`src/rtl/lfsr_pkg.sv`:
```
// lfsr_pkg: tap table, per-channel seed derivation and FSM encoding for the LFSR PRNG array
package lfsr_pkg;

  typedef enum logic [1:0] {
    S_IDLE   = 2'd0,
    S_WARMUP = 2'd1,
    S_RUN    = 2'd2
  } state_e;

  function automatic logic [31:0] taps(input int width);
    return width == 8  ? 32'h0000_00B8 :
           width == 16 ? 32'h0000_B400 :
           width == 24 ? 32'h00E1_0000 : 32'h8020_0003;
  endfunction

  function automatic logic [31:0] width_mask(input int width);
    return width >= 32 ? 32'hFFFF_FFFF : (32'd1 << width) - 32'd1;
  endfunction

  // Rotate left within the LFSR width by the channel index, fold in the index,
  // and never hand an LFSR the all-zero lock-up state.
  function automatic logic [31:0] derive_seed(input logic [31:0] seed, input int c, input int width);
    logic [31:0] m;
    logic [31:0] s;
    logic [31:0] r;
    int k;
    m = width_mask(width);
    s = seed & m;
    k = c % width;
    r = k == 0 ? s : (((s << k) | (s >> (width - k))) & m);
    r = (r ^ c) & m;
    return r == 32'd0 ? 32'd1 : r;
  endfunction

endpackage

```
`src/rtl/lfsr_step.sv`:
```
// lfsr_step: one combinational Galois LFSR update (shift right, xor taps when the lsb falls out)
module lfsr_step
  import lfsr_pkg::*;
#(
  parameter int WIDTH = 32
) (
  input  logic [WIDTH-1:0] state_i,
  output logic [WIDTH-1:0] next_o
);

  localparam logic [31:0] TAPS32 = taps(WIDTH);
  localparam logic [WIDTH-1:0] TAP = TAPS32[WIDTH-1:0];

  assign next_o = {1'b0, state_i[WIDTH-1:1]} ^ (state_i[0] ? TAP : '0);

endmodule

```
`src/rtl/lfsr_prng_array.sv`:
```
// lfsr_prng_array: CHANNELS parallel Galois LFSRs with warm-up, valid/ready output and channel-0 period detection
module lfsr_prng_array
  import lfsr_pkg::*;
#(
  parameter int          WIDTH      = 32,
  parameter int          CHANNELS   = 3,
  parameter logic [31:0] RESET_SEED = 32'd1,
  parameter int          WARMUP     = 4
) (
  input  logic                      clk,
  input  logic                      reset,
  input  logic                      en,
  input  logic                      seed_load,
  input  logic [WIDTH-1:0]          seed_in,
  input  logic                      out_ready,
  output logic                      out_valid,
  output logic [CHANNELS*WIDTH-1:0] out_data,
  output logic                      wrap,
  output logic [31:0]               period
);

  if (!(WIDTH == 8 || WIDTH == 16 || WIDTH == 24 || WIDTH == 32)) begin : g_bad_width
    $error("lfsr_prng_array: WIDTH must be 8, 16, 24 or 32");
  end
  if (CHANNELS < 1 || CHANNELS > 16) begin : g_bad_channels
    $error("lfsr_prng_array: CHANNELS must be 1..16");
  end
  if (WARMUP < 0 || WARMUP > 255) begin : g_bad_warmup
    $error("lfsr_prng_array: WARMUP must be 0..255");
  end

  state_e           state_q, state_d;
  logic [WIDTH-1:0] ch_q [CHANNELS];
  logic [WIDTH-1:0] ch_d [CHANNELS];
  logic [WIDTH-1:0] nxt  [CHANNELS];
  logic [WIDTH-1:0] seed0_q, seed0_d;
  logic [31:0]      cnt_q, cnt_d, cnt_inc;
  logic [31:0]      period_q, period_d;
  logic [7:0]       wu_q, wu_d;
  logic             wrap_q, wrap_d;
  logic             step;

  for (genvar c = 0; c < CHANNELS; c++) begin : g_ch
    lfsr_step #(.WIDTH(WIDTH)) u_step (
      .state_i(ch_q[c]),
      .next_o (nxt[c])
    );
    assign out_data[c*WIDTH +: WIDTH] = ch_q[c];
  end

  assign out_valid = state_q == S_RUN;
  assign wrap      = wrap_q;
  assign period    = period_q;
  assign cnt_inc   = &cnt_q ? cnt_q : cnt_q + 32'd1;

  // Next-state: FSM sequencing, seed loading, stepping and wrap/period bookkeeping
  always_comb begin
    state_d  = state_q;
    ch_d     = ch_q;
    seed0_d  = seed0_q;
    cnt_d    = cnt_q;
    period_d = period_q;
    wu_d     = wu_q;
    wrap_d   = 1'b0;
    step     = 1'b0;
    case (state_q)
      S_IDLE: begin
        if (seed_load) begin
          for (int c = 0; c < CHANNELS; c++) ch_d[c] = WIDTH'(derive_seed(32'(seed_in), c, WIDTH));
          seed0_d = WIDTH'(derive_seed(32'(seed_in), 0, WIDTH));
          cnt_d   = '0;
        end else if (en) begin
          state_d = WARMUP == 0 ? S_RUN : S_WARMUP;
          wu_d    = 8'(WARMUP);
        end
      end
      S_WARMUP: begin
        step    = 1'b1;
        wu_d    = wu_q - 8'd1;
        state_d = wu_q == 8'd1 ? S_RUN : S_WARMUP;
      end
      S_RUN: begin
        step    = out_ready;
        state_d = out_ready && !en ? S_IDLE : S_RUN;
      end
      default: state_d = S_IDLE;
    endcase
    if (step) begin
      ch_d = nxt;
      if (nxt[0] == seed0_q) begin
        wrap_d   = 1'b1;
        period_d = cnt_inc;
        cnt_d    = '0;
      end else begin
        cnt_d = cnt_inc;
      end
    end
  end

  // State registers; reset aborts any run and reloads the derived reset seed
  always_ff @(posedge clk or posedge reset) begin
    if (reset) begin
      state_q  <= S_IDLE;
      for (int c = 0; c < CHANNELS; c++) ch_q[c] <= WIDTH'(derive_seed(RESET_SEED, c, WIDTH));
      seed0_q  <= WIDTH'(derive_seed(RESET_SEED, 0, WIDTH));
      cnt_q    <= '0;
      period_q <= '0;
      wu_q     <= '0;
      wrap_q   <= 1'b0;
    end else begin
      state_q  <= state_d;
      ch_q     <= ch_d;
      seed0_q  <= seed0_d;
      cnt_q    <= cnt_d;
      period_q <= period_d;
      wu_q     <= wu_d;
      wrap_q   <= wrap_d;
    end
  end

endmodule

```
`config.mk`:
```
export PLATFORM = sky130hd
export DESIGN_NAME = lfsr_prng_array
export DESIGN_NICKNAME = d
export VERILOG_FILES = /design/src/rtl/lfsr_pkg.sv /design/src/rtl/lfsr_step.sv /design/src/rtl/lfsr_prng_array.sv
export SDC_FILE = /design/constraint.sdc
export NUM_CORES = 1
export LEC_CHECK = 0
export ABC_CLOCK_PERIOD_IN_PS = 15390
export CAP_MARGIN = 15
export CORE_AREA = 2 2 173 107
export CTS_CLUSTER_DIAMETER = 120
export DETAILED_ROUTE_END_ITERATION = 12
export DIE_AREA = 0 0 175 109
export GPL_TIMING_DRIVEN = 1
export PLACE_DENSITY_LB_ADDON = 0.2
export SETUP_SLACK_MARGIN = 0.4
export SYNTH_ARGS = -nofsm -noshare
export SYNTH_HDL_FRONTEND = slang
export SYNTH_SLANG_ARGS = --single-unit
```
`constraint.sdc`:
```
create_clock -name clk -period 15.39 [get_ports clk]
set_input_delay 4.617 -clock clk [delete_from_list [all_inputs] [get_ports clk]]
set_output_delay 4.617 -clock clk [all_outputs]
set_load 0.02 [all_outputs]
```
==> summary by stage <==
Status
The flow ran to the end, and the final reports show no timing, DRC or antenna violations.

Clock tree
The level count of the clock H-tree is 1. TritonCTS built the clock tree. Buffers inserted to repair hold after CTS numbered 0. Buffers added to address setup during post-CTS repair amount to 0.

The later pin in the worst-skew pair is clocked with a latency of 0.50 ns. The clock passes through at most 3 buffers. TritonCTS created 20 clock buffers.

The post-cts repair resize count is 0. The clock sink count is 203. The buffer cell driving the clock tree root is sky130_fd_sc_hd__clkbuf_16. Clock-pin slew was measured on the worst setup and hold paths at 0.06 ns.

Detailed routing
The number of vias per cell is 6.07. The number of routed nets with antenna violations is 0. In this run, the number of DRC markers left after iteration 0 of detailed routing was 1179.

The length of the first detailed-routing pass in iterations is 5. After detailed routing, the average wire length per cell comes to 19.5 um. The routed layout has 8700 vias.

The total wire length after detailed routing is 28000 um. The number of DRC violations after detailed routing is 0.

Timing
Clock skew on the completed layout was measured at 0.0180 ns. The final sum of negative setup slack is 0 ns. At the pin with the least slew margin, the transition time is 1.03 ns. The worst setup slack after layout is 8.29 ns. The max-slew headroom at the worst pin is 31.6%. The hold violation total from the final report is 0.

The maximum operating frequency is 0.141 GHz. Setup violations remaining at the end of the flow were counted as 0. The final critical-path share of the clock period is 46.1%. Setup repair after global routing left no endpoint under its margin.

After layout, the minimum clock period comes to 7.10 ns. The final number of max-transition violations was 0.

Layout
The number of diodes is 0. The final-layout fill cell count is 1332. The cell area after layout is 12400 um2. The synthesis-to-finish area growth is 23.7%. The finished layout holds 1433 standard cells, fillers aside. In the final layout, the share of cells above drive strength 1 is 6.54%.

The net count of the finished layout is 1223.

Die
In this run the standard cell core region covers 17600 um2. The vertical die dimension is 109 um. For this configuration, the core starts out at a cell density of 56.8%.

The total die area is 19100 um2. The row count is 38. The die is 175 um wide.

In this run the count of I/O pins placed on the die edge is 167.

Placed design
The number of cells after detailed placement is 1396. Detailed placement finished with a half-perimeter wire length of 19200 um. The placed instances occupy a cell area of 11700 um2. The worst setup slack after placement is 7.82 ns. Routability-driven placement finished with a final weighted congestion of 0.961. Port buffering added 166 buffers.

Yosys
The area of the mapped netlist is 10000 um2. The share of flip-flops with an asynchronous set or reset is 100%. The primary flip-flop cell chosen by synthesis mapping is sky130_fd_sc_hd__dfrtp_1. Sorting the synthesized cells by area gives the leading types as sky130_fd_sc_hd__dfrtp_1, sky130_fd_sc_hd__o21ai_0, sky130_fd_sc_hd__xnor2_1. The number of flops mapped to enable cells by yosys is 0. Counting flops and latches in the post-synthesis netlist gives 203.

The average cell area after synthesis is 9.43 um2. The area share of the largest cell type after synthesis is 49.2%. In the synthesized netlist, the number of instances is 1062. Yosys printed 0 warnings. Summing the sequential cell areas from Yosys gives 50.8% of the chip area. The synthesized netlist contains 65 unique library cells. The synthesized design spends more area on one cell type than any other, namely sky130_fd_sc_hd__dfrtp_1. The synthesized net count is 1106.

Setup path
Walking the worst path, the cells encountered are clkdlybuf4s50_1 > a21o_1 > and2_4 > buf_4 > nor3_1 > a311oi_1. The startpoint class of the critical path is an input pin. The endpoint arrival time on the critical path is 7.49 ns. The critical-path cell with the highest stage delay is sky130_fd_sc_hd__buf_4. The worst setup path is captured at a flop. In this design, the stage delay of the slowest critical-path cell is 0.87 ns. The data required time at the worst endpoint is 15.78 ns. Of all nets on the critical path, the largest fanout is 117. The worst setup path is of the input pin to flop kind.

Global route
Entering global routing, the biggest net connects 140 pins. In the global route stage, overall resource usage came out at 29.4%. Summed over all layers, the global routing overflow is 0.

The via count of the first global-routing pass is 7917. The number of antenna violations at the first check in global routing is 0. The wire length of the first global-routing pass is 44100 um.

Pwr
VDD sags by at most 253 uV. For this design the static power due to leakage is 5.26 nW. The power per standard cell area is 200 nW/um2.

Hold path
The min-delay analysis places its worst path in the category flop to flop.

Job
Max-cap violations in this run came to 0.
cells by family (layout without fill, tap and decap cells):
logic type      count (synthesis)  in the layout  share of synthesized area [%]
simple gates                  335            335                           17.2
compound gates                324            324                           18.7
flops                         203            203                           50.8
buf+inv                       101            232                           3.98
xor+xnor                       70             70                           6.12
mux                            22             22                           2.40
fa+ha+maj                       7              7                          0.874
synth_stat cells (all sizes together), types with 2 or more instances:
master	number
nand4b	6
o22ai	7
clkbuf	54
o211ai	3
nor4	20
and2	5
nand4	25
mux2i	6
o31ai	3
or3	3
mux2	16
o221ai	2
a311oi	2
a2111oi	3
dfrtp	197
and3	43
o21ai	138
nand2b	4
nor2	31
inv	20
or4	4
a211oi	6
a31oi	17
a21o	32
and4	4
or3b	2
nand3	36
xnor2	62
ha	7
a21oi	95
buf	27
or2	2
dfstp	6
a22o	3
o41ai	2
nand2	132
xor2	8
nor3	13
path summary, 6_finish.rpt:
| kind | from | endpoint | slack, ns | cells past startpoint |
|---|---|---|---|---|
| setup / recovery | out_ready | out_data[0]$_DFFE_PP1P_ | 8.29 | 6 |
| hold / removal | seed0_q[18]$_DFFE_PP0P_ | seed0_q[18]$_DFFE_PP0P_ | 0.50 | 1 |
| setup reg to reg | state_q[1]$_DFFE_PP0P_ | out_data[0]$_DFFE_PP1P_ | 11.96 | 7 |
| hold reg to reg | seed0_q[18]$_DFFE_PP0P_ | seed0_q[18]$_DFFE_PP0P_ | 0.50 | 1 |
| max in group asynchronous | reset | out_data[3]$_DFFE_PP0P_ | 9.22 | 3 |
| min in group asynchronous | reset | period[9]$_DFFE_PP0P_ | 4.74 | 2 |
stage by stage:
stage	power (mW)	hold slack, ns	utilization [%]
2_1_floorplan	1.55	0.467	-
3_3_place_gp	1.95	0.479	66.6
3_5_place_dp	1.99	0.486	66.6
4_1_cts	2.48	0.495	70.2
5_1_grt	2.64	0.514	70.3
6_report	2.48	0.496	70.3
registers in the layout (all words and copies together) (netlist names):
signal    cells
wrap          1
cnt_q        32
wu_q          8
out_data     96
seed0_q      32
state_q       2
period       32
report_power, final:
group          internal, mW  switching, mW  total (mW)
logic                 0.453          0.631        1.08
registers             0.720          0.191       0.911
clock network         0.284          0.206       0.490
layout make-up:
type / count / area, um2 / area share (%)
multi-input combinational: 758 / 4540 / 36.7
sequential: 203 / 5090 / 41.0
tap: 240 / 300 / 2.42
clock inverter: 4 / 48.8 / 0.394
timing repair buffer: 176 / 1740 / 14.0
inverter: 20 / 82.6 / 0.666
clock buffer: 32 / 597 / 4.81
metal layers:
metal,vias to the layer above,share of wire (%),GRT usage [%]
met2,378,40,38.6
met3,32,9.4,7.01
li1,4028,-,-
met5,-,0,0
met4,0,1.4,5.12
met1,4262,49,48.7
critical path: cells and delay by family:
family          cells  cell delay (ns)
buf+inv             2             1.34
compound gates      2             0.41
simple gates        2             0.95
layout by cell type (no fill, tap or decap), types with 7 or more instances in the layout:
cell type	n
sky130_fd_sc_hd__a21o_1	32
sky130_fd_sc_hd__a21oi_1	95
sky130_fd_sc_hd__a31oi_1	17
sky130_fd_sc_hd__and3_1	43
sky130_fd_sc_hd__buf_4	10
sky130_fd_sc_hd__clkbuf_1	8
sky130_fd_sc_hd__clkbuf_16	21
sky130_fd_sc_hd__clkdlybuf4s50_1	166
sky130_fd_sc_hd__dfrtp_1	197
sky130_fd_sc_hd__ha_1	7
sky130_fd_sc_hd__inv_1	19
sky130_fd_sc_hd__mux2_2	16
sky130_fd_sc_hd__nand2_1	131
sky130_fd_sc_hd__nand3_1	35
sky130_fd_sc_hd__nand4_1	23
sky130_fd_sc_hd__nor2_1	30
sky130_fd_sc_hd__nor3_1	12
sky130_fd_sc_hd__nor4_1	18
sky130_fd_sc_hd__o21ai_0	136
sky130_fd_sc_hd__o22ai_1	7
sky130_fd_sc_hd__xnor2_1	62
sky130_fd_sc_hd__xor2_1	8
Power figures use the tool's default switching activity.
